`config.mk`:
```
export PLATFORM = sky130hd
export DESIGN_NAME = nemu_trace_buffer
export DESIGN_NICKNAME = d
export VERILOG_FILES = /design/src/rtl/nemu_trace_buffer.sv
export SDC_FILE = /design/constraint.sdc
export NUM_CORES = 2
export LEC_CHECK = 0
export ABC_AREA = 1
export BUFFER_PORTS_ARGS = -buffer_cell sky130_fd_sc_hd__buf_2
export CORE_ASPECT_RATIO = 1.2
export CORE_MARGIN = 8
export CORE_UTILIZATION = 48
export DETAILED_ROUTE_END_ITERATION = 8
export GPL_TIMING_DRIVEN = 0
export HOLD_SLACK_MARGIN = 0.1
export PLACE_DENSITY = 0.75
export SETUP_SLACK_MARGIN = 0.15
export SYNTH_ARGS = -nofsm -noshare
export SYNTH_HDL_FRONTEND = slang
export SYNTH_SLANG_ARGS = --single-unit
```
`constraint.sdc`:
```
create_clock -name clk -period 16.8 [get_ports clk]
set_input_delay 5.04 -clock clk [delete_from_list [all_inputs] [get_ports clk]]
set_output_delay 5.04 -clock clk [all_outputs]
set_load 0.005 [all_outputs]
```
`src/rtl/nemu_trace_buffer.sv`:
```
// NEMU store-snooping debug buffer: decodes tagged stores into counter/eip/binary/string
// registers and queues {counter, eip} trace records in a show-ahead FIFO.
module nemu_trace_buffer #(
    parameter int unsigned      ADDR_W    = 30,
    parameter int unsigned      TAG_W     = 8,
    parameter logic [TAG_W-1:0] TAG_BASE  = 8'ha0,
    parameter int unsigned      BIN_BYTES = 10,
    parameter int unsigned      STR_BYTES = 32,
    parameter int unsigned      DEPTH     = 16,
    localparam int unsigned     BL_W      = $clog2(BIN_BYTES + 1),
    localparam int unsigned     SL_W      = $clog2(STR_BYTES + 1)
) (
    input  logic                   clk,
    input  logic                   rst_n,
    input  logic                   wr_en,
    input  logic [ADDR_W-1:0]      addr,
    input  logic [31:0]            data,
    output logic [31:0]            counter,
    output logic [31:0]            eip,
    output logic [8*BIN_BYTES-1:0] binary,
    output logic [BL_W-1:0]        bin_len,
    output logic                   bin_trunc,
    output logic [8*STR_BYTES-1:0] str,
    output logic [SL_W-1:0]        str_len,
    output logic                   str_done,
    input  logic                   rd_en,
    output logic [63:0]            rd_data,
    output logic                   rd_valid,
    output logic                   full,
    output logic                   overflow,
    output logic [15:0]            drop_cnt
);

    localparam int unsigned     IDX_W   = $clog2(DEPTH);
    localparam int unsigned     PTR_W   = IDX_W + 1;
    localparam logic [BL_W-1:0] BIN_MAX = BL_W'(BIN_BYTES);
    localparam logic [SL_W-1:0] STR_MAX = SL_W'(STR_BYTES);

    logic [TAG_W-1:0]       tag, off;
    logic                   cmd_counter, cmd_eip, cmd_bin, cmd_str, cmd_clear;
    logic                   push, pop, do_push, drop;

    logic [31:0]            counter_q, eip_q;
    logic [8*BIN_BYTES-1:0] binary_q;
    logic [BL_W-1:0]        bin_len_q;
    logic                   bin_trunc_q;
    logic [8*STR_BYTES-1:0] str_q;
    logic [SL_W-1:0]        str_len_q;
    logic                   str_done_q;
    logic [PTR_W-1:0]       wr_ptr_q, rd_ptr_q;
    logic                   overflow_q;
    logic [15:0]            drop_cnt_q;
    logic [63:0]            mem_q [DEPTH];

    assign tag = addr[ADDR_W-1 -: TAG_W];
    // Offset from the base tag; wraps, so tags below TAG_BASE land far outside 0..4.
    assign off = tag - TAG_BASE;

    always_comb begin
        cmd_counter = wr_en && (off == TAG_W'(0));
        cmd_eip     = wr_en && (off == TAG_W'(1));
        cmd_bin     = wr_en && (off == TAG_W'(2));
        cmd_str     = wr_en && (off == TAG_W'(3));
        cmd_clear   = wr_en && (off == TAG_W'(4));
    end

    assign rd_valid = (wr_ptr_q != rd_ptr_q);
    assign full     = (wr_ptr_q[IDX_W-1:0] == rd_ptr_q[IDX_W-1:0]) &&
                      (wr_ptr_q[IDX_W] != rd_ptr_q[IDX_W]);
    assign push     = cmd_eip;
    assign pop      = rd_en && rd_valid;
    // A pop in the same cycle frees the slot, so a push into a full FIFO still lands.
    assign do_push  = push && (!full || pop);
    assign drop     = push && full && !pop;

    always_ff @(posedge clk) begin
        if (do_push) begin
            mem_q[wr_ptr_q[IDX_W-1:0]] <= {counter_q, data};
        end
    end

    always_ff @(posedge clk or negedge rst_n) begin
        if (!rst_n) begin
            counter_q   <= '0;
            eip_q       <= '0;
            binary_q    <= '0;
            bin_len_q   <= '0;
            bin_trunc_q <= 1'b0;
            str_q       <= '0;
            str_len_q   <= '0;
            str_done_q  <= 1'b0;
            wr_ptr_q    <= '0;
            rd_ptr_q    <= '0;
            overflow_q  <= 1'b0;
            drop_cnt_q  <= '0;
        end else if (cmd_clear) begin
            counter_q   <= '0;
            eip_q       <= '0;
            binary_q    <= '0;
            bin_len_q   <= '0;
            bin_trunc_q <= 1'b0;
            str_q       <= '0;
            str_len_q   <= '0;
            str_done_q  <= 1'b0;
            wr_ptr_q    <= '0;
            rd_ptr_q    <= '0;
            overflow_q  <= 1'b0;
            drop_cnt_q  <= '0;
        end else begin
            if (pop) rd_ptr_q <= rd_ptr_q + PTR_W'(1);
            if (do_push) wr_ptr_q <= wr_ptr_q + PTR_W'(1);
            if (drop) begin
                overflow_q <= 1'b1;
                if (drop_cnt_q != 16'hffff) drop_cnt_q <= drop_cnt_q + 16'd1;
            end
            if (cmd_counter || cmd_eip) begin
                bin_len_q  <= '0;
                str_len_q  <= '0;
                str_done_q <= 1'b0;
            end
            if (cmd_counter) counter_q <= data;
            if (cmd_eip) eip_q <= data;
            if (cmd_bin) begin
                if (bin_len_q < BIN_MAX) begin
                    binary_q[8*bin_len_q +: 8] <= data[7:0];
                    bin_len_q                  <= bin_len_q + BL_W'(1);
                end else begin
                    bin_trunc_q <= 1'b1;
                end
            end
            if (cmd_str && !str_done_q) begin
                if (data[7:0] == 8'h00) begin
                    str_done_q <= 1'b1;
                end else if (str_len_q < STR_MAX) begin
                    str_q[8*str_len_q +: 8] <= data[7:0];
                    str_len_q               <= str_len_q + SL_W'(1);
                end else begin
                    str_done_q <= 1'b1;
                end
            end
        end
    end

    assign counter   = counter_q;
    assign eip       = eip_q;
    assign binary    = binary_q;
    assign bin_len   = bin_len_q;
    assign bin_trunc = bin_trunc_q;
    assign str       = str_q;
    assign str_len   = str_len_q;
    assign str_done  = str_done_q;
    assign rd_data   = mem_q[rd_ptr_q[IDX_W-1:0]];
    assign overflow  = overflow_q;
    assign drop_cnt  = drop_cnt_q;

endmodule

```
## After elaboration in Yosys (flattened, before gate mapping)

Memories as Yosys holds them, arrays and structs flattened.
Index checks and enable logic that the tools add are counted.

- Add/sub/neg operators: 8
- Multiply operators: 0
- Div/mod/pow operators: 0
- Magnitude comparators: 2
- Equality and inequality tests: 10
- Shift operators: 4
- Mux-type cells: 41
- Bitwise logic cells: 0
- Reduce and logical (&&, ||, !) cells: 32

Operators by type and width:

| cell | number |
|---|---|
| $mux W256 | 4 |
| $bwmux W256 | 1 |
| $shift A8 B34 Y256 const A | 1 |
| $shiftx A8 B34 Y256 | 1 |
| $mux W80 | 3 |
| $mux W32 | 4 |
| $bwmux W80 | 1 |
| $shift A8 B34 Y80 const A | 1 |
| $shiftx A8 B34 Y80 | 1 |
| $mux W16 | 3 |
| $neg A7 Y34 | 1 |
| $neg A9 Y34 | 1 |
| $mux W6 | 5 |
| $mux W5 | 4 |
| $reduce_bool A2 Y1 | 10 |
| $add A16 B1 Y16 const B | 1 |
| $eq A8 B2 Y1 const B | 2 |
| $logic_not A8 Y1 | 2 |
| $mux W4 | 4 |
| $ne A16 B16 Y1 const B | 1 |
| $mux W1 | 12 |
| $logic_and A1 B1 Y1 | 11 |
| $add A5 B1 Y5 const B | 2 |
| $eq A8 B1 Y1 const B | 1 |
| 14 further kinds | 20 |

- Bits in registers: 439
- Latch bits: 0
- RAM bits: 1024
- ROM bits: 0
- Input port bits: 66
- Logic and storage cells: 110
- Memories kept: 1

Memory list:

| memory | depth | width | read ports | clocked after Yosys merged registers in | wr ports | RTL line | RTL |
|---|---|---|---|---|---|---|---|
| mem_q | 16 | 64 | 1 | 0 | 1 | 53 | `logic [63:0] mem_q [DEPTH];` |

## Depth between registers and ports, before layout

- Depth in word-level cells: 9
- Mapped depth: 16

## Least setup slack after synthesis

OpenSTA, ideal clock, no wires.

- Kind: input to register
- Start point: input addr[27]
- End point: memory mem_q[1][0], enable pin
- Setup time: 0.565 ns
- Arrival: 10.736 ns
- Required time: 16.235 ns
- Slack: 5.499 ns
- Stages on the path: 10
- Cells stage by stage: inv_1 > ha_1 > nand2_1 > nor2_1 > nand2_1 > nor2_1 > clkbuf_1 > nand2_1 > buf_4 > nor3_1

- Cells in the longest elaborated chain, start to end: 6

RTL lines:

| item | RTL line | RTL |
|---|---|---|
| start: declaration | 16 | `input logic [ADDR_W-1:0] addr,` |
| $sub A8 B8 Y8 | 57 | `assign off = tag - TAG_BASE;` |
| $eq A8 B1 Y1 | 61 | `cmd_eip = wr_en && (off == TAG_W'(1));` |
| $logic_and A1 B1 Y1 | 61 |  |
| $logic_and A1 B1 Y1 | 73 | `assign do_push = push && (!full \|\| pop);` |
| $mux W1 | 77 | `if (do_push) begin` |
| $mux W1 (implied by the code) | 78 | `mem_q[wr_ptr_q[IDX_W-1:0]] <= {counter_q, data};` |
| end: declaration | 53 |  |

No other way between the ends.

## Worst setup path after layout

- Start point: register rd_ptr_q[0]
- End point: output rd_data[62]

- Cells in the longest elaborated chain, start to end: 1

RTL lines:

| item | RTL line | RTL |
|---|---|---|
| start: declaration | 50 | `logic [PTR_W-1:0] wr_ptr_q, rd_ptr_q;` |
| start signal: assignment | 110 | `if (pop) rd_ptr_q <= rd_ptr_q + PTR_W'(1);` |
| $mem_v2 Z16 W64 | n/a |  |
| end: declaration | 27 | `output logic [63:0] rd_data,` |

No other way between the ends.

==> impl_metrics.yaml <==
status:
  outcome: "complete, but fails checks"
  violations: "DRC"
power_and_ir_drop:
  p_leak_nw: 28.8
  cellPowerDensity_mw_per_mm2: 144
  ir_worst_vdd_v: 0.0000935
clocking:
  ctsHtreeMaxLevel: 4
  cts_buffer_depth: 3
  cts_buffers: 142
  clock_sinks: 1463
  clkLatencyLatePin_ns: 0.79
  ctsHoldBuffers: 0
  cts_root_buffer: "clkbuf_16"
  clk_pin_slew_ns: 0.06
  cts_resized: 0
  cts_setup_buffers: 0
  cts_tree: "yes"
floorplanning:
  die_area_mm2: 0.135
  ios: 561
  core_mm2: 0.123
  die_width_um: 337
  chipHeight_um: 401
  start_util_pct: 48.3
  rows: 141
placed_design:
  dp.cells: 7537
  port_buffers: 538
  hpwlAfterDp_um: 157000
  gp_congestion: 0.983
sta:
  setup_tns_ns: 0
  setup_viol: 0
  max_freq_mhz: 104
  timing_hold_violations_final: 0
  period_minus_slack_ns: 9.66
  tightest_slew_ns: 1.46
  period_share_pct: 57.5
  clock_skew_ns: 0.0413
  maxSlewHeadroom_pct: 2.34
  hold_slack_ns: 0.473
  drv_slew: 0
  rsz0062_at_grt: "no"
grt:
  grt_antenna_before_repair: 9
  grt_pass1_vias: 46465
  grt_pass1_wl_um: 307000
  grt_max_degree: 122
  track_usage_pct: 30.8
  grt_overflow: 0
setup_path:
  worst_setup_path_start_kind: "flip-flop"
  crit_top_cell: "buf_2"
  critPathSlowestCell: "buf_2"
  crit_fanout: 10
  cp.required_ns: 11.76
  path_cells: "buf_2 -> buf_2 -> buf_2 -> buf_2 -> clkbuf_1 -> nor2_1 -> o22ai_1 -> nand2_1 -> nand3_1 -> buf_2"
  crit_type: "flip-flop to output port"
  arrival_ns: 4.62
  critical_path.endpoint_type: "output port"
  slowest_delay_ns: 0.66
synthesis:
  synth_edf_count: 1024
  synthMuxAreaShare_pct: 0
  synth_top_family_by_area: "simple AND/OR/NAND/NOR gates"
  synth-compound-area-share_pct: 9.54
  synth_fa_ha_area_share_pct: 0.274
  synth_ff_type: "edfxtp_1"
  yosysSeqAreaShare_pct: 70.2
  ys_async_sr_fraction_pct: 30.0
  synth-simple-area-share_pct: 16.4
  ys_types: 37
  syn_nets: 5341
  netlist_area_mm2: 0.0594
  netlist_instances: 5262
  syn_avg_cell_area_um2: 11.3
  synth-seq-cells: 1463
  synth_xor_area_share_pct: 0.236
  yosysWarnings: 0
routing:
  antenna_left: 0
  highest_layer: "met5"
  vias: 46811
  viasPerCell: 6.00
  drt-met1-wl_um: 68900
  drc_errors: 1
  first_iter_violations: 5485
  routed_wl_um: 214000
  firstDrtPassIters: 9
  wl_met2_um: 105000
  wl_met3_um: 23600
  drt-wirelength-per-cell_um: 27.5
layout:
  area_growth_pct: 18.3
  fin_cells: 7803
  drive_gt1_share_pct: 16.0
  nNetsFinal: 6117
flow_run:
  drv_cap: 0
worst_hold_path:
  hold_class: "flip-flop to flip-flop"
-- Yosys cell counts, types with 16 or more instances --
library cell / n / area [um^2]
buf_1: 41 / 154
nand3b_1: 22 / 165
nand4_1: 38 / 238
dfrtp_1: 439 / 11000
o22ai_1: 150 / 938
nor2_1: 649 / 2440
buf_2: 48 / 240
nand2_1: 870 / 3270
o211ai_1: 23 / 173
nor3_1: 71 / 355
inv_2: 17 / 63.8
o21ai_0: 696 / 3480
inv_1: 163 / 612
o221ai_1: 106 / 928
nand3_1: 564 / 2820
a21oi_1: 16 / 80.1
clkbuf_1: 228 / 856
edfxtp_1: 1024 / 30700
-- worst paths after layout --
path | startpoint | to | slack, ns | cells after the start
setup / recovery | rd_ptr_q[0] | rd_data[62] | 7.14 | 10
hold / removal | str[3] | str[3] | 0.47 | 2
setup reg to reg | str_len[0] | str[152] | 12.35 | 13
hold reg to reg | str[3] | str[3] | 0.47 | 2
max in group asynchronous | rst_n | drop_cnt[2] | 10.69 | 3
min in group asynchronous | rst_n | binary[57] | 4.30 | 1
-- state kept, by name, summed over array words and instances, names as in the netlist, 4 cells and up --
name and cells:
bin_len 4, wr_ptr_q 5, mem_q 1024, eip 32, binary 80, rd_ptr_q 5, str_len 6, counter 32
str 256, drop_cnt 16
-- cells by family (layout without fill, tap and decap cells) --
kind of cell,Yosys count,count (layout)
AND/OR/NAND/NOR,2261,2261
flip-flops,1463,1463
buffers and inverters,505,1399
other,0,3
AO/OA/AOI/OAI,1004,1004
XOR/XNOR,16,16
adder cells (fa/ha/maj),13,13
-- metrics by stage --
stage / area, um^2 / setup WS [ns] / total power [mW] / utilization [%]
final: 70300 / 7.14 / 10.1 / 57.2
after global routing: 70300 / 7.09 / 10.5 / 57.2
after CTS: 70300 / 7.23 / 10.1 / 57.2
after detailed placement: 65500 / 7.76 / 6.82 / 53.2
after global placement: 64200 / 0.128 / 6.75 / 52.2
after floorplan: 59400 / 5.50 / 5.47 / -
-- worst max-delay path, delay by kind of cell, from the launching register on --
kind            cells  cell delay (ns)
buf+inv             6             2.74
flops               1             0.40
compound gates      1             0.15
simple gates        3             0.54
-- power breakdown --
part	switching (mW)	internal, mW
Clock	1.43	1.87
Sequential	0.0530	3.90
Combinational	2.13	0.748
-- cell usage in the layout (no fill, tap or decap), types with 18 or more instances in the layout --
cell type,Yosys,routed
nand2_1,870,870
clkbuf_16,0,146
dfrtp_1,439,439
o22ai_1,150,150
o211ai_1,23,23
clkbuf_1,228,255
nor2_1,649,644
inv_1,163,163
nand3_1,564,564
edfxtp_1,1024,1024
o21ai_0,696,696
nand4_1,38,38
buf_1,41,41
buf_6,2,73
clkinv_1,1,18
buf_2,48,585
nor3_1,71,59
clkbuf_8,0,20
clkinv_2,2,19
nand3b_1,22,22
o221ai_1,106,106
-- metal layers --
layer  up-vias  global-route usage (%)
met4         6                    20.6
met1     22830                    33.5
met2      2997                    51.9
met3       699                    9.06
li1      20279                       -
met5         -                       0
-- final cells by class --
type	count	area, um^2
Tap cell	1644	2060
Buffer	322	1300
Clock inverter	68	810
Inverter	183	689
Fill cell	9904	52600
Antenna cell	3	7.51
Sequential cell	1463	41700
Clock buffer	194	4030
Multi-Input combinational cell	3294	15800
Timing Repair Buffer	632	3890
(Power assumes the default switching activity.)
